[src/rtl/link_sched_pkg.sv]
// Shared types and constants for the link receive scheduler.
// Holds the link count, FSM state encoding and default ring placement.
package link_sched_pkg;

    localparam int NLINKS = 4;

    localparam logic [11:0] RING_BASE_DEF = 12'hE00;

    typedef enum logic [1:0] {
        IDLE  = 2'd0,
        READ  = 2'd1,
        WRITE = 2'd2
    } sched_state_t;

    function automatic logic [1:0] onehot_idx(input logic [NLINKS-1:0] oh);
        logic [1:0] idx;
        idx = '0;
        for (int i = 0; i < NLINKS; i++) begin
            if (oh[i]) idx = 2'(i);
        end
        return idx;
    endfunction

endpackage

[src/rtl/link_rx_sched_rr_arb4.sv]
// Four-way round-robin arbiter: grants the first request at or after ptr.
// Purely combinational; the scheduler owns the pointer register.
module rr_arb4
    import link_sched_pkg::*;
(
    input  logic [NLINKS-1:0] req,
    input  logic [1:0]        ptr,
    output logic [NLINKS-1:0] gnt,
    output logic              any
);

    logic [1:0] idx;

    // Walk from farthest to nearest so the nearest request wins last.
    always_comb begin
        gnt = '0;
        idx = '0;
        for (int k = NLINKS - 1; k >= 0; k--) begin
            idx = ptr + 2'(k);
            if (req[idx]) gnt = 4'b0001 << idx;
        end
    end

    assign any = |req;

endmodule

[src/rtl/link_rx_sched.sv]
// Moves words from four receive links into per-link RAM rings.
// Optional LINK_RX_SCHED_IRQ_EN adds irq_mask/irq (ring-not-empty interrupt).
module link_rx_sched
    import link_sched_pkg::*;
#(
    parameter int          RING_AW   = 6,
    parameter logic [11:0] RING_BASE = RING_BASE_DEF
) (
    input  logic                      clk,
    input  logic                      resetb,
    input  logic [NLINKS-1:0]         link_dor,
    input  logic [32*NLINKS-1:0]      link_dout,
    output logic [NLINKS-1:0]         link_cs,
    output logic                      link_rd,
    output logic                      ram_req,
    input  logic                      ram_gnt,
    output logic [11:0]               ram_addr,
    output logic [31:0]               ram_din,
    output logic                      ram_we,
    input  logic [NLINKS*RING_AW-1:0] cpu_rptr,
    output logic [NLINKS*RING_AW-1:0] wptr,
`ifdef LINK_RX_SCHED_IRQ_EN
    input  logic [NLINKS-1:0]         irq_mask,
    output logic                      irq,
`endif
    output logic [NLINKS-1:0]         ring_full
);

    sched_state_t       state;
    logic [1:0]         g;
    logic [1:0]         rr_ptr;
    logic [RING_AW-1:0] wptr_q [NLINKS];
    logic [31:0]        data_q;
    logic [NLINKS-1:0]  eligible;
    logic [NLINKS-1:0]  arb_gnt;
    logic               arb_any;
    logic [1:0]         sel;
    logic [31:0]        rd_word;
    logic [11:0]        wr_addr;

    // One slot stays empty so full and empty are distinguishable.
    for (genvar i = 0; i < NLINKS; i++) begin : g_ring
        logic [RING_AW-1:0] nxt;
        assign nxt = wptr_q[i] + RING_AW'(1);
        assign ring_full[i] = (nxt == cpu_rptr[i*RING_AW +: RING_AW]);
        assign wptr[i*RING_AW +: RING_AW] = wptr_q[i];
    end

    assign eligible = link_dor & ~ring_full;

    rr_arb4 u_arb (
        .req (eligible),
        .ptr (rr_ptr),
        .gnt (arb_gnt),
        .any (arb_any)
    );

    assign sel     = onehot_idx(arb_gnt);
    assign rd_word = link_dout[32*g +: 32];
    assign wr_addr = RING_BASE + (12'(g) << RING_AW) + 12'(wptr_q[g]);
    assign ram_din = data_q;

    always_ff @(posedge clk or negedge resetb) begin
        if (!resetb) begin
            state    <= IDLE;
            g        <= '0;
            rr_ptr   <= '0;
            for (int i = 0; i < NLINKS; i++) wptr_q[i] <= '0;
            data_q   <= '0;
            link_cs  <= '0;
            link_rd  <= 1'b0;
            ram_req  <= 1'b0;
            ram_we   <= 1'b0;
            ram_addr <= '0;
        end else begin
            unique case (state)
                IDLE: begin
                    if (arb_any) begin
                        g       <= sel;
                        link_cs <= arb_gnt;
                        link_rd <= 1'b1;
                        state   <= READ;
                    end
                end
                READ: begin
                    link_cs  <= '0;
                    link_rd  <= 1'b0;
                    data_q   <= rd_word;
                    ram_addr <= wr_addr;
                    ram_req  <= 1'b1;
                    ram_we   <= 1'b1;
                    state    <= WRITE;
                end
                WRITE: begin
                    if (ram_gnt) begin
                        wptr_q[g] <= wptr_q[g] + RING_AW'(1);
                        rr_ptr    <= g + 2'd1;
                        ram_req   <= 1'b0;
                        ram_we    <= 1'b0;
                        ram_addr  <= '0;
                        state     <= IDLE;
                    end
                end
                default: begin
                    link_cs <= '0;
                    link_rd <= 1'b0;
                    ram_req <= 1'b0;
                    ram_we  <= 1'b0;
                    state   <= IDLE;
                end
            endcase
        end
    end

`ifdef LINK_RX_SCHED_IRQ_EN
    logic [NLINKS-1:0] pend;

    for (genvar i = 0; i < NLINKS; i++) begin : g_pend
        assign pend[i] = wptr_q[i] != cpu_rptr[i*RING_AW +: RING_AW];
    end

    always_ff @(posedge clk or negedge resetb) begin
        if (!resetb) irq <= 1'b0;
        else         irq <= |(pend & irq_mask);
    end
`endif

endmodule
[config.mk]
export PLATFORM = sky130hd
export DESIGN_NAME = link_rx_sched
export DESIGN_NICKNAME = d
export VERILOG_FILES = /design/src/rtl/link_sched_pkg.sv /design/src/rtl/link_rx_sched_rr_arb4.sv /design/src/rtl/link_rx_sched.sv
export SDC_FILE = /design/constraint.sdc
export NUM_CORES = 1
export LEC_CHECK = 0
export BUFFER_PORTS_ARGS = -buffer_cell sky130_fd_sc_hd__buf_2
export CAP_MARGIN = 10
export CORE_ASPECT_RATIO = 0.7
export CORE_UTILIZATION = 51
export CTS_CLUSTER_SIZE = 10
export DETAILED_ROUTE_END_ITERATION = 10
export GPL_ROUTABILITY_DRIVEN = 0
export PLACE_DENSITY = 0.84
export SLEW_MARGIN = 10
export SYNTH_ARGS = -nofsm -noshare
export SYNTH_HDL_FRONTEND = slang
export SYNTH_SLANG_ARGS = --single-unit
export TNS_END_PERCENT = 10
[constraint.sdc]
create_clock -name clk -period 3.6 [get_ports clk]
set_input_delay 0.72 -clock clk [delete_from_list [all_inputs] [get_ports clk]]
set_output_delay 0.72 -clock clk [all_outputs]
set_load 0.01 [all_outputs]
### Word-level counts from Yosys, hierarchy flattened

Index checks and enable logic that the tools add are counted.

| word-level totals | value |
|---|---|
| output and inout port bits | 79 |
| word-level logic and storage cells | 89 |
| register bits after elaboration | 80 |

| cells by class | value |
|---|---|
| reductions and logical operators | 10 |
| eq/ne operators | 8 |
| bitwise logic cells | 5 |
| shift operators | 5 |
| $lt $le $gt $ge | 6 |
| $add $sub $neg | 11 |
| multiplexer cells | 32 |

Operators with widths:

| kind | number |
|---|---|
| $shiftx 128x8->32 | 1 |
| $add 6x1->6 const B | 5 |
| $bwmux 24 | 1 |
| $eq 6x6->1 | 4 |
| $pmux 12 s2 | 1 |
| $mux 4 | 5 |
| $mux 6 | 3 |
| $shl 1x2->4 const A | 4 |
| $add 11x7->12 | 1 |
| $bmux 6 s2 | 1 |
| $demux 6 s2 | 1 |
| $lt 2x3->1 const B | 4 |
| $mux 12 | 1 |
| $reduce_and 2->1 | 6 |
| $add 10x9->11 const A | 1 |
| $bmux 1 s2 | 4 |
| $mux 2 | 4 |
| $pmux 4 s2 | 1 |
| $mux 1 | 7 |
| $pmux 2 s3 | 1 |
| $add 2x1->2 const B | 2 |
| $add 2x2->2 const B | 2 |
| $and 4x4->4 | 1 |
| $ne 2x2->1 const B | 2 |
| 13 further kinds | 14 |

### Longest topological paths before layout

Gate-level depths: netlist of the first run.

| depth | value |
|---|---|
| depth after elaboration | 13 |
| gate-level depth with buffers | 10 |
| mapped depth without buffers | 10 |

### Hierarchy

From an unflattened synthesis of the first run, not the netlist that was laid out.

| unflattened totals | value |
|---|---|
| cells, all modules | 435 |
| area, all modules | 5151.2 um2 |

By module, submodules not included:

| module | instances | area each (um2) | seq. area each (um2) | cells each |
|---|---|---|---|---|
| link_rx_sched | 1 | 4729.5 | 1926.8 | 387 |
| rr_arb4 | 1 | 421.7 | 0.0 | 48 |

### Worst setup path after synthesis of the first run

No wires, ideal clock.

| timing | value |
|---|---|
| kind | input port to flip-flop |
| start | input port cpu_rptr[14] |
| end | register g[0] |
| setup slack | 0.989 ns |
| buffers on the path | 0 |
| library setup time | 0.143 ns |
| cell stages on the path | 8 |
| data required time | 3.457 ns |
| arrival time | 2.468 ns |
| path through | nand2b_1 -> a21o_1 -> a31oi_2 -> o21ai_2 -> mux4_2 -> or3b_1 -> o2111ai_2 -> o221ai_1 |

| on the way | value |
|---|---|
| cells in the longest elaborated chain, start to end | 12 |
| elaborated cells between the ends (all ways) | 20 |
| those cells by class | eq/ne: 1; mux: 15; bitwise: 2; reduce/logical: 2 |

RTL lines:

| what | RTL line | RTL |
|---|---|---|
| start, declared | link_rx_sched.sv:20 | `input logic [NLINKS*RING_AW-1:0] cpu_rptr,` |
| $eq 6x6->1 * | link_rx_sched.sv:45 | `assign ring_full[i] = (nxt == cpu_rptr[i*RING_AW +: RING_AW]);` |
| $not 4->4 * | link_rx_sched.sv:49 | `assign eligible = link_dor & ~ring_full;` |
| $and 4x4->4 * | link_rx_sched.sv:49 |  |
| $bmux 1 s2 | link_rx_sched_rr_arb4.sv:20 | `if (req[idx]) gnt = 4'b0001 << idx;` |
| $mux 1 (implied by the code) | link_rx_sched_rr_arb4.sv:20 |  |
| $mux 4 (4 in series) | link_rx_sched_rr_arb4.sv:20 |  |
| $mux 1 | link_sched_pkg.sv:19 | `if (oh[i]) idx = 2'(i);` |
| $mux 2 (2 in series) | link_sched_pkg.sv:19 |  |
| end signal, assigned | link_rx_sched.sv:79 | `g <= sel;` |
| end, declared | link_rx_sched.sv:30 | `logic [1:0] g;` |

Every way passes the cells marked *; elsewhere a longest branch is shown, timed or not. The select of a mux whose other input is x is not followed.
A chain may end at the register's enable or synchronous reset.

### Worst setup path after layout of the first run

| timing | value |
|---|---|
| start | register wptr_q, in the netlist wptr[6] |
| end | register g[0] |

| on the way | value |
|---|---|
| cells in the longest elaborated chain, start to end | 13 |
| elaborated cells between the ends (all ways) | 21 |
| those cells by class | add/sub: 1; eq/ne: 1; mux: 15; bitwise: 2; reduce/logical: 2 |

RTL lines:

| what | RTL line | RTL |
|---|---|---|
| start, declared | link_rx_sched.sv:32 | `logic [RING_AW-1:0] wptr_q [NLINKS];` |
| start signal, assigned by index | link_rx_sched.sv:96 | `wptr_q[g] <= wptr_q[g] + RING_AW'(1);` |
| $add 6x1->6 * | link_rx_sched.sv:44 | `assign nxt = wptr_q[i] + RING_AW'(1);` |
| $eq 6x6->1 * | link_rx_sched.sv:45 |  |
| $not 4->4 * | link_rx_sched.sv:49 |  |
| $and 4x4->4 * | link_rx_sched.sv:49 |  |
| $bmux 1 s2 | link_rx_sched_rr_arb4.sv:20 |  |
| $mux 1 (implied by the code) | link_rx_sched_rr_arb4.sv:20 |  |
| $mux 4 (4 in series) | link_rx_sched_rr_arb4.sv:20 |  |
| $mux 1 | link_sched_pkg.sv:19 |  |
| $mux 2 (2 in series) | link_sched_pkg.sv:19 |  |

Marked as above.

==> metrics list, run 1 <==
* Setup slack on the worst flop-to-flop path: 0.75 ns
- Fraction of met1 tracks used by global routing: 37.8%
* Non-filler instance count after layout: 780
* Rows: 29
- In the final layout, the share of cells above drive strength 1 is 53.2%.
- In this run the tool buffered the top-level ports with 236 buffer cells.
- Initial antenna violation count: 1
- Final net count: 827
* Worst slack on hold paths: 0.488 ns
- Vias post-DR: 4,502
* Leak pwr: 3.13 nW
* Pins Over Slew Limit: 0
- After detailed routing, the number of remaining DRC violations is 0.
- In this run the tightest slew margin relative to its limit is 36.2%.
* Pin count of the biggest net entering global routing: 78
- Start-to-end type of the worst setup path: register to register
* Synthesized-area fraction occupied by ao, oa, aoi and oai cells: 10.2%
- The via count of the first global-routing pass came to 4,421.
- Worst R2R Start: wptr[6]
- After legalization and detailed placement, the total HPWL measured 11,300 um.
* Hold Path End: link_cs[1]
- Counting tap cells, the placed design contains a total of 764 instances.
* Capturing element type of the critical path: register
- Layer with the highest usage: met2
- Share of the clock period used by the worst path: 79.2%
- The longest clock path from root to sink contains 2 buffers.
- VDD sags by at most 0.461 mV.
- The routed design could run at a clock period as short as 2.85 ns.
- The first routing iteration left 344 violations.
* FF+latch count, synth: 77
- Post-CTS timing repair inserted 0 buffers for setup.
- Layout overhead on the synthesized area: 30.0%
- Along the worst hold path, the cell count comes to 2.
- Clock latency on the worst-skew pair: 0.34 ns
- TritonCTS built the clock tree.
* Syn_area_per_cell: 11.8 sq um
* Global-route wire length before repair: 22,500 um
- # IOs: 238
* Number of vias per cell after detailed routing: 5.77
* Maximum frequency from static timing analysis: 0.351 GHz
- Number of library cell types mapped by synthesis: 54
- The number of cells on the worst reg-to-reg path is 9.
* Adder and majority gate portion of the synthesized area: 4.21%
- Post-synthesis share of cell area spent on and, or, nand and nor gates: 11.5%
- The number of nets handed over by synthesis was 606.
- Adding up every negative setup slack in the final design gives 0 ns.
- Xor and xnor fraction of the mapped netlist area: 5.17%
* Global-route total usage across every layer: 29.0%
- Synthesized netlist cell count: 430
- The die covers 10,300 sq um.
* CTS root buffer: sky130_fd_sc_hd__clkbuf_16
- Max capacitance violation total: 0
- The floorplan step defined a core boundary enclosing 9330 sq um.
- Setup violations remaining at the end of the flow were counted as 0.
* Primary flip-flop cell chosen by synthesis mapping: sky130_fd_sc_hd__dfrtp_1
* N_diodes: 0
* Met2 usage in global routing: 48.2%
- Share of synthesized area spent on multiplexers: 27.0%
- Final hold vios: 0
- Global routing met3 resource utilization: 6.52%
- In this run, synthesis inferred 0 flip-flops with an integrated enable.
- In this run the worst path has a maximum fanout of 10.
* Gates resized, CTS repair: 0
- RSZ-0062 raised after global routing: false
- Min-Delay Startpoint: link_cs[1]
- The clock net in this run drives a total of 77 sinks.
* Worst reg2reg path endpoint: g[0]
- The tightest min-delay check is of the register to register type.
* Yosys warning total: 0
* Largest family of logic cells by synthesized area: multiplexers
- Once the floorplan was initialized, standard cells occupied 54.2% of the core.
* Worst Tran Pin Value: 0.957 ns
- Result of the run: completed
- In this run the vertical extent of the chip is 85.3 um.
- For this run the aggregate overflow at the end of global routing stands at 0.
- After detailed routing, the total wire length is 14,600 um.
* Synthesized area: 5050 sq um
- For the worst setup path, the data arrival time is 3.05 ns.
* Type of origin of the critical path: register
- Power Dens Cells: 770 nW/um^2
* Sequential fraction of the synthesis area: 38.1%
- Die Wd: 121 um
* Antenna Violating Nets Remaining: 0
- Of all flip-flops after synthesis, the portion carrying an async set or reset was 100%.
- WL per Instance: 18.7 um
* Max H-tree Level: 3
* Worst Clk Skew: 0.00545 ns
* Hold buffer count at cts: 0
- The first detailed-routing pass took 5 iterations.
* Clock slew at the register clock pins of the worst setup and hold paths: 0.06 ns
- Clock buffers created by TritonCTS: 9
- Data on the critical path is required at its endpoint by 3.79 ns.
-- report_power, final --
part | total [W] | internal (W) | switching [W] | leakage [nW]
Combinational | 0.00261 | 0.00131 | 0.00130 | 2.02
Clock | 0.000896 | 0.000553 | 0.000342 | 0.149
Sequential | 0.00155 | 0.00120 | 0.000353 | 0.963
-- flip-flops by register name, summed over array words and instances, names as in the netlist --
signal	flops
rr_ptr	2
ram_addr	9
link_rd	1
ram_we	1
wptr	24
state	2
g	2
link_cs	4
ram_din	32
-- per-stage QoR --
| stage | setup slack [ns] | instance area (sq um) | utilization [%] | power, W |
|---|---|---|---|---|
| floorplan | 0.989 | 5050 | - | 0.00335 |
| global placement | 0.792 | 6270 | 67.3 | 0.00402 |
| detailed placement | 0.675 | 6270 | 67.3 | 0.00416 |
| CTS | 0.760 | 6570 | 70.5 | 0.00507 |
| global route | 0.541 | 6570 | 70.5 | 0.00538 |
| finish | 0.748 | 6570 | 70.5 | 0.00506 |
-- how the worst max path moves through the flow --
stage | from | endpoint | slack (ns) | cells after the start
6_report | wptr[6] | g[0] | 0.75 | 9
3_3_place_gp | cpu_rptr[8] | g[0] | 0.79 | 9
5_1_grt | wptr[6] | g[0] | 0.54 | 9
2_1_floorplan | cpu_rptr[14] | g[0] | 0.99 | 8
4_1_cts | wptr[6] | g[0] | 0.76 | 9
3_5_place_dp | cpu_rptr[14] | g[0] | 0.68 | 9
-- area by class of cell --
class | count | area (sq um)
Timing Repair Buffer | 239 | 1210
Inverter | 10 | 37.5
Clock buffer | 10 | 239
Multi-Input combinational cell | 314 | 2940
Tap cell | 124 | 155
Fill cell | 686 | 2750
Clock inverter | 6 | 61.3
Sequential cell | 77 | 1930
-- layout by cell type, fill, tap and decap left out, types with 5 or more instances in the layout --
cell type | Yosys | final
sky130_fd_sc_hd__buf_2 | 2 | 235
sky130_fd_sc_hd__dfrtp_1 | 77 | 75
sky130_fd_sc_hd__nand2_1 | 49 | 49
sky130_fd_sc_hd__mux4_2 | 40 | 40
sky130_fd_sc_hd__mux2_2 | 36 | 36
sky130_fd_sc_hd__o21ai_0 | 34 | 34
sky130_fd_sc_hd__xnor2_1 | 21 | 21
sky130_fd_sc_hd__nor2_1 | 20 | 20
sky130_fd_sc_hd__ha_1 | 17 | 17
sky130_fd_sc_hd__nand3_1 | 11 | 11
sky130_fd_sc_hd__inv_1 | 10 | 10
sky130_fd_sc_hd__clkbuf_16 | 0 | 9
sky130_fd_sc_hd__xor2_1 | 7 | 7
sky130_fd_sc_hd__nand2b_1 | 7 | 7
sky130_fd_sc_hd__a21oi_1 | 6 | 6
sky130_fd_sc_hd__o211ai_1 | 6 | 6
sky130_fd_sc_hd__nand4b_1 | 5 | 5
sky130_fd_sc_hd__a21o_1 | 5 | 5
-- synthesized netlist by cell type (7+ instances only) --
cell type / n / area share (%)
sky130_fd_sc_hd__mux4_2: 40 / 18
sky130_fd_sc_hd__nand2b_1: 7 / 0.87
sky130_fd_sc_hd__inv_1: 10 / 0.74
sky130_fd_sc_hd__nand3_1: 11 / 1.1
sky130_fd_sc_hd__nand2_1: 49 / 3.6
sky130_fd_sc_hd__clkbuf_1: 17 / 1.3
sky130_fd_sc_hd__ha_1: 17 / 4.2
sky130_fd_sc_hd__xnor2_1: 21 / 3.6
sky130_fd_sc_hd__dfrtp_1: 77 / 38
sky130_fd_sc_hd__nor2_1: 20 / 1.5
sky130_fd_sc_hd__o21ai_0: 34 / 3.4
sky130_fd_sc_hd__mux2_2: 36 / 8.0
sky130_fd_sc_hd__xor2_1: 7 / 1.2
-- cells by family (layout without fill, tap and decap cells) --
logic type               Yosys count  count (layout)
AO/OA/AOI/OAI                     74              74
adder cells (fa/ha/maj)           17              17
other                              1               1
XOR/XNOR                          29              29
flip-flops                        77              77
buffers and inverters             39             265
multiplexers                      80              80
AND/OR/NAND/NOR                  113             113
-- critical path, cell delays in order (launching register included) --
cell and delay [ns]:
sky130_fd_sc_hd__dfrtp_1 0.47, sky130_fd_sc_hd__ha_1 0.35, sky130_fd_sc_hd__xor2_1 0.17, sky130_fd_sc_hd__nor2_1 0.11
sky130_fd_sc_hd__nand4b_1 0.15, sky130_fd_sc_hd__o21ai_2 0.36, sky130_fd_sc_hd__mux4_2 0.43, sky130_fd_sc_hd__or3b_1 0.39
sky130_fd_sc_hd__o2111ai_2 0.13, sky130_fd_sc_hd__o221ai_1 0.15
-- routing by layer --
layer  routed length, um  vias up
li1                    -     2043
met1                6010     2240
met2                7380      199
met3                 998       20
met4                 234        0
met5                   0        -
(Power assumes the default switching activity.)
==> inputs of run 2 (changes only) <==
--- a/config.mk
+++ b/config.mk
@@ -8,11 +8,11 @@
 export BUFFER_PORTS_ARGS = -buffer_cell sky130_fd_sc_hd__buf_2
 export CAP_MARGIN = 10
 export CORE_ASPECT_RATIO = 0.7
-export CORE_UTILIZATION = 51
+export CORE_UTILIZATION = 48
 export CTS_CLUSTER_SIZE = 10
 export DETAILED_ROUTE_END_ITERATION = 10
 export GPL_ROUTABILITY_DRIVEN = 0
-export PLACE_DENSITY = 0.84
+export PLACE_DENSITY = 0.79
 export SLEW_MARGIN = 10
 export SYNTH_ARGS = -nofsm -noshare
 export SYNTH_HDL_FRONTEND = slang
==> constraint.sdc (replaced) <==
create_clock -name clk -period 2.75 [get_ports clk]
set_input_delay 0.55 -clock clk [delete_from_list [all_inputs] [get_ports clk]]
set_output_delay 0.55 -clock clk [all_outputs]
set_load 0.01 [all_outputs]
==> run 2 against run 1 <==
Net effect:
- design area increased by 3.1%
- final cell count increased by 2.8%
- clock power increased by 37%
- non-clock buffer count increased by 18
- critical path type unchanged
- largest cell class unchanged
==> metrics list, run 2 (synthesis results as in run 1) <==
- Headroom to the max-slew limit came out at 58.8%.
- The die covers 11,000 sq um.
- Entering global routing, the biggest net connects 51 pins.
- Summing all placed instances gives a cell area of 6420 sq um.
* Hold/Removal Path Class: primary input to async pin
* CTS root buffer: sky130_fd_sc_hd__clkbuf_16
* Number of DRC violations after detailed routing: 0
* Result of the run: completed
* Start-to-end type of the worst setup path: register to register
- Final number of setup-violating endpoints: 0
- The smallest clock period supported by the final layout is computed as 2.70 ns.
- RSZ-0062 raised after global routing: true
* Final net count: 845
- Power consumption: 0.00690 W
- Leaving out fill and tap cells, the most frequent cell in the layout is sky130_fd_sc_hd__buf_2.
* # IOs: 238
* WL per Instance: 19.0 um
* Arr. time, crit path: 2.93 ns
- Number of buffers added on ports: 236
- Worst Tran Pin Value: 0.619 ns
- Across the VDD grid, the largest voltage drop is 0.469 mV.
- Fraction of final layout cells with drive strength greater than 1: 54.7%
- After routing the design area is 6770 sq um.
- Final global-route overflow total: 0
- The via count of the first global-routing pass is 4,515.
- Global-route wire length before repair: 23,200 um
- Highest fanout seen on the critical path: 6
- The routed layout has 4,582 vias.
- The tool flagged a number of max-cap violations equal to 0.
- Share of the clock period used by the worst path: 98.1%
- Clk sinks: 77
* CTS tree: yes
* Worst slack at placement: -0.0535 ns
* Setup slack on the worst flop-to-flop path: 0.05 ns
- Number of vias per cell after detailed routing: 5.71
- For met2 alone, demand over resource in global routing was 44.7%.
- Leak pwr: 3.24 nW
* Leading cell types in the layout, fill and taps excluded: sky130_fd_sc_hd__buf_2 (235), sky130_fd_sc_hd__dfrtp_1 (74), sky130_fd_sc_hd__nand2_1 (49), sky130_fd_sc_hd__mux4_2 (40), sky130_fd_sc_hd__mux2_2 (36)
- STA puts the critical path data required time at 2.98 ns.
* Capturing element type of the critical path: register
* Half-perimeter wire length after detailed placement: 11,800 um
- The global routing stage identified its most utilized layer as met2.
- The number of pins exceeding their max-slew limit in the final report was 0.
- Hold buffer count at cts: 0
* Layout overhead on the synthesized area: 34.0%
- Global routing consumed, on the met3 layer, 5.86% of the routing resources.
- Total detailed-routing wirelength: 15,200 um
- The endpoint identified for the worst register-to-register timing path is g[0].
- Power spread over the standard cell area amounts to 1020 nW/um^2.
- On the final layout, the worst clock skew is 0.00957 ns.
- For met1 alone, demand over resource in global routing was 37.9%.
* Detailed-routing iteration count for the pre-antenna-repair pass: 5
- No sink is reached through more buffers than the 2 on the longest clock path.
* Max H-tree Level: 3
- The repair_antennas step left the layout with diodes totalling 0.
* Die Wd: 125 um
- The initial antenna violation count is 0.
- After clock tree synthesis, the clock-pin slew on the worst setup and hold paths is 0.06 ns.
- The die is 87.9 um tall.
- Tracing the worst setup path back leads to its startpoint at wptr[19].
* Initial core utilization: 50.8%
- In this run, the number of DRC markers left after iteration 0 of detailed routing was 263.
- Non-filler instance count after layout: 802
* Type of origin of the critical path: register
- For this run, the top clock speed supported by timing is 0.371 GHz.
* R2R cell count: 10
- The critical path ends at g[0].
* Global-route total usage across every layer: 27.4%
- The floorplan has 30 rows.
* Area inside the core boundary: 9950 sq um
* Max reg flops: 32
* Clock buffers created by TritonCTS: 9
- The number of placed instances, taps included, is 784.
- The hold violation count in the final report came to 0.
- The startpoint identified for the worst register-to-register timing path is wptr[19].
* Setup WS post-layout: 0.0524 ns
* Antenna Violating Nets Remaining: 0
* Clock latency on the worst-skew pair: 0.33 ns
-- run 2: changes by cell type in the layout (fill, tap and decap cells not counted), sizes merged --
| cell | change |
|---|---|
| buf | +18 |
| clkbuf | +3 |
| clkinv | -2 |
| inv | -1 |
-- run 2: through the flow --
step | setup TNS, ns | hold WS, ns | utilization, %
after global routing | -0.140 | 0.279 | 68.1
after CTS | 0 | 0.259 | 67.9
after floorplan | 0 | 0.254 | -
after detailed placement | -0.0579 | 0.487 | 64.6
after global placement | 0 | 0.464 | 64.6
final | 0 | 0.231 | 68.1
-- run 2: metal layers --
metal,share of wire [%],vias up,wire (um)
met5,0,-,0
met4,1.1,0,162
met3,6.5,14,995
met2,50,201,7640
met1,42,2300,6440
li1,-,2067,-
-- run 2: worst min-delay path by stage --
stage                      end  slack [ns]  cells past startpoint
floorplan                 g[0]        0.25                      0
finish              link_cs[3]        0.23                      1
global placement    link_cs[1]        0.46                      2
detailed placement  link_cs[1]        0.49                      2
global route        link_cs[3]        0.28                      1
CTS                 link_cs[3]        0.26                      1
-- run 2: worst max-delay path: stages (launching register included) --
cell,delay (ns)
sky130_fd_sc_hd__dfrtp_2,0.45
sky130_fd_sc_hd__ha_1,0.29
sky130_fd_sc_hd__xor2_1,0.15
sky130_fd_sc_hd__nor2_1,0.12
sky130_fd_sc_hd__nand4b_2,0.17
sky130_fd_sc_hd__o21ai_4,0.26
sky130_fd_sc_hd__mux4_2,0.35
sky130_fd_sc_hd__o211ai_1,0.14
sky130_fd_sc_hd__o21ai_0,0.20
sky130_fd_sc_hd__o2111ai_1,0.24
sky130_fd_sc_hd__o221ai_1,0.23
-- run 2: power breakdown --
part / leakage (nW) / total [W] / internal, W / switching (W)
Sequential: 0.962 / 0.00192 / 0.00157 / 0.000349
Clock: 0.152 / 0.00123 / 0.000776 / 0.000451
Combinational: 2.12 / 0.00375 / 0.00186 / 0.00189
-- run 2: repair_timing --
item                                    in CTS  in global routing
buffers inserted                             2                  0
cloned                                       0                  0
pin swaps                                    0                  4
resized for setup                            0                  6
endpoints found under the setup margin       1                  5
-- run 2: layout make-up --
type / instances / area, sq um
clock buffers: 13 / 270
flip-flops and latches: 77 / 1930
inverters: 10 / 37.5
fillers: 757 / 3170
repair buffers: 257 / 1370
well taps: 128 / 160
clock inverters: 3 / 42.5
multi-input cells: 314 / 2960
==> inputs of run 3 (changes only) <==
--- a/config.mk
+++ b/config.mk
@@ -8,11 +8,12 @@
 export BUFFER_PORTS_ARGS = -buffer_cell sky130_fd_sc_hd__buf_2
 export CAP_MARGIN = 10
 export CORE_ASPECT_RATIO = 0.7
-export CORE_UTILIZATION = 48
-export CTS_CLUSTER_SIZE = 10
+export CORE_UTILIZATION = 49
+export CTS_BUF_LIST = sky130_fd_sc_hd__clkbuf_4 sky130_fd_sc_hd__clkbuf_8
+export CTS_CLUSTER_SIZE = 40
 export DETAILED_ROUTE_END_ITERATION = 10
 export GPL_ROUTABILITY_DRIVEN = 0
-export PLACE_DENSITY = 0.79
+export PLACE_DENSITY = 0.81
 export SLEW_MARGIN = 10
 export SYNTH_ARGS = -nofsm -noshare
 export SYNTH_HDL_FRONTEND = slang
==> run 3 against run 2 <==
Net effect:
- power fell by 7.4%
- combinational power fell by 1%
- via count fell by 0.44%
- clock power fell by 37%
- sequential power barely moved
- largest cell class unchanged
==> metrics list, run 3 (synthesis results as in run 1) <==
- Using the TritonRoute via totals, the vias-per-cell ratio works out to 5.72.
* Worst reg2reg path endpoint: g[0]
* Max reg flops: 32
- Once placement completed, the tool counted placed cells totaling 779.
* R2R cell count: 10
- The post-route netlist has 54.9% of its cells at a drive strength greater than 1.
- After clock tree synthesis, the clock-pin slew on the worst setup and hold paths is 0.08 ns.
- Clock buffers created by TritonCTS: 9
- At the later pin of the worst-skew pair, clock insertion delay measures 0.35 ns.
- Setup repair after global routing could not meet its margin everywhere.
- Number of buffers added on ports: 236
* Share of the clock period used by the worst path: 97.1%
- VDD sags by at most 0.451 mV.
- Number of DRC violations after detailed routing: 0
* Pin count of the biggest net entering global routing: 51
- Subtracting the final worst setup slack from the clock period gives 2.67 ns.
* Max H-tree Level: 3
- Detailed router's first-iteration violation count: 285
* N_diodes: 0
- The multi-input combinational cells in the finished layout cover a total of 3020 sq um.
- Maximum frequency from static timing analysis: 0.375 GHz
- Amount of wire on met2 after detailed routing: 7500 um
* Wire length the detailed router placed on met1: 6260 um
- Setup violations remaining at the end of the flow were counted as 0.
* Leak pwr: 3.17 nW
* Hold buffer count at cts: 0
* Setup WS post-layout: 0.0808 ns
- Initial antenna violation count: 0
* Clock tree buffer depth: 2
* Overall die height: 87.0 um
- Worst relative slew slack: 58.6%
- CTS root buffer: sky130_fd_sc_hd__clkbuf_8
* CTS tree: yes
- After the flow finishes, the layout carries non-filler instances totaling 798.
- Worst R2R Start: wptr[13]
- Met3 routed wirelength: 977 um
* Pins Over Slew Limit: 0
* Initial core utilization: 51.2%
* Final global-route overflow total: 0
- Half-perimeter wire length after detailed placement: 11,700 um
- The tool flagged a number of max-cap violations equal to 0.
- # IOs: 238
- The run finished with clean final reports.
* Clk sinks: 77
* Final hold vios: 0
- Detailed routing inserted a total of 4,562 vias.
* Die outline area: 10,700 sq um
- Antenna Violating Nets Remaining: 0
* Most common cell after layout, fill and taps aside: sky130_fd_sc_hd__buf_2
* Type of origin of the critical path: register
- Detailed-routing iteration count for the pre-antenna-repair pass: 5
* Setup slack on the worst flop-to-flop path: 0.08 ns
- WL per Instance: 18.8 um
* Area inside the core boundary: 9870 sq um
- At the pin with the least slew margin, the transition time is 0.621 ns.
* Global-route total usage across every layer: 28.3%
- The floorplan has 30 rows.
- Total detailed-routing wirelength: 15,000 um
- The min-delay analysis places its worst path in the category primary input to async pin.
- Measured along the x axis, the die boundary spans 123 um.
- OpenSTA, run right after detailed placement, puts the worst setup slack at -0.00872 ns.
- Required time at the endpoint of the critical path: 3.01 ns
- STA classifies the critical path endpoint as a register.
- Vias in the first global route: 4,513
- Highest fanout seen on the critical path: 6
- Top sig layer: met4
- Start-to-end type of the worst setup path: register to register
* Worst Clk Skew: 0.00932 ns
- Arr. time, crit path: 2.93 ns
- Counting the fill cells in the layout gives 744.
- Across the whole layout, storage elements account for 1930 sq um.
- From synthesis to final layout, the design area changed by 31.3%.
* Setup TNS: 0 ns
* Power Dens Cells: 963 nW/um^2
- Final net count: 841
* Global-route wire length before repair: 22,700 um
- Leading cell types in the layout, fill and taps excluded: sky130_fd_sc_hd__buf_2 (235), sky130_fd_sc_hd__dfrtp_1 (74), sky130_fd_sc_hd__nand2_1 (49), sky130_fd_sc_hd__mux4_2 (40), sky130_fd_sc_hd__mux2_2 (36)
[run 3: changes by cell type in the layout (fill, tap and decap cells not counted), moves of 2 or more]
cell	delta
sky130_fd_sc_hd__buf_4	-3
sky130_fd_sc_hd__clkbuf_16	-9
sky130_fd_sc_hd__clkbuf_4	+2
sky130_fd_sc_hd__clkbuf_8	+7
sky130_fd_sc_hd__clkinv_2	+2
[run 3: area by class of cell]
class | count | area share, %
Clock buffer | 12 | 2.30
Clock inverter | 4 | 0.358
Inverter | 10 | 0.566
Timing Repair Buffer | 252 | 19.8
Sequential cell | 77 | 29.1
Multi-Input combinational cell | 315 | 45.4
Tap cell | 128 | 2.41
[run 3: worst max-delay path by stage]
stage | start | endpoint | slack (ns) | cells after the start
3_5_place_dp | cpu_rptr[9] | g[0] | -0.009 | 9
5_1_grt | wptr[13] | g[0] | -0.03 | 10
6_report | wptr[13] | g[0] | 0.08 | 10
4_1_cts | wptr[6] | g[0] | 0.05 | 9
2_1_floorplan | wptr[12] | g[0] | 0.26 | 9
3_3_place_gp | cpu_rptr[8] | g[0] | 0.10 | 9
[run 3: what timing repair did]
action,4_1_cts,5_1_grt
resized for setup,0,10
setup endpoints to repair,0,4
buffers inserted,0,2
endpoints found under the hold margin,0,0
[run 3: layer usage]
layer | global-route usage, % | vias to the layer above
met4 | 8.87 | 0
met1 | 38.1 | 2263
met3 | 6.54 | 25
li1 | - | 2075
met5 | 0 | -
met2 | 45.5 | 199
[run 3: stage by stage]
stage | hold WS, ns | cell area (sq um) | total power [W] | utilization, %
2_1_floorplan | 0.254 | 5050 | 0.00438 | -
3_3_place_gp | 0.475 | 6370 | 0.00535 | 64.6
3_5_place_dp | 0.482 | 6370 | 0.00552 | 64.6
4_1_cts | 0.163 | 6550 | 0.00630 | 66.3
5_1_grt | 0.171 | 6640 | 0.00685 | 67.2
6_report | 0.155 | 6640 | 0.00639 | 67.2
[run 3: report_power, final]
part           total, W  switching, W  internal [W]
clock          0.000774      0.000404      0.000370
combinational   0.00370       0.00186       0.00183
sequential      0.00192      0.000352       0.00157
total           0.00639       0.00262       0.00377
[run 3: worst max-delay path, cell delays in order, from the launching register on]
cell	delay [ns]
sky130_fd_sc_hd__dfrtp_1	0.44
sky130_fd_sc_hd__ha_1	0.30
sky130_fd_sc_hd__xor2_1	0.16
sky130_fd_sc_hd__nor2_1	0.11
sky130_fd_sc_hd__nand4b_1	0.18
sky130_fd_sc_hd__o21ai_2	0.28
sky130_fd_sc_hd__mux4_2	0.34
sky130_fd_sc_hd__o211ai_1	0.15
sky130_fd_sc_hd__o21ai_1	0.22
sky130_fd_sc_hd__o2111ai_2	0.20
sky130_fd_sc_hd__o221ai_1	0.19
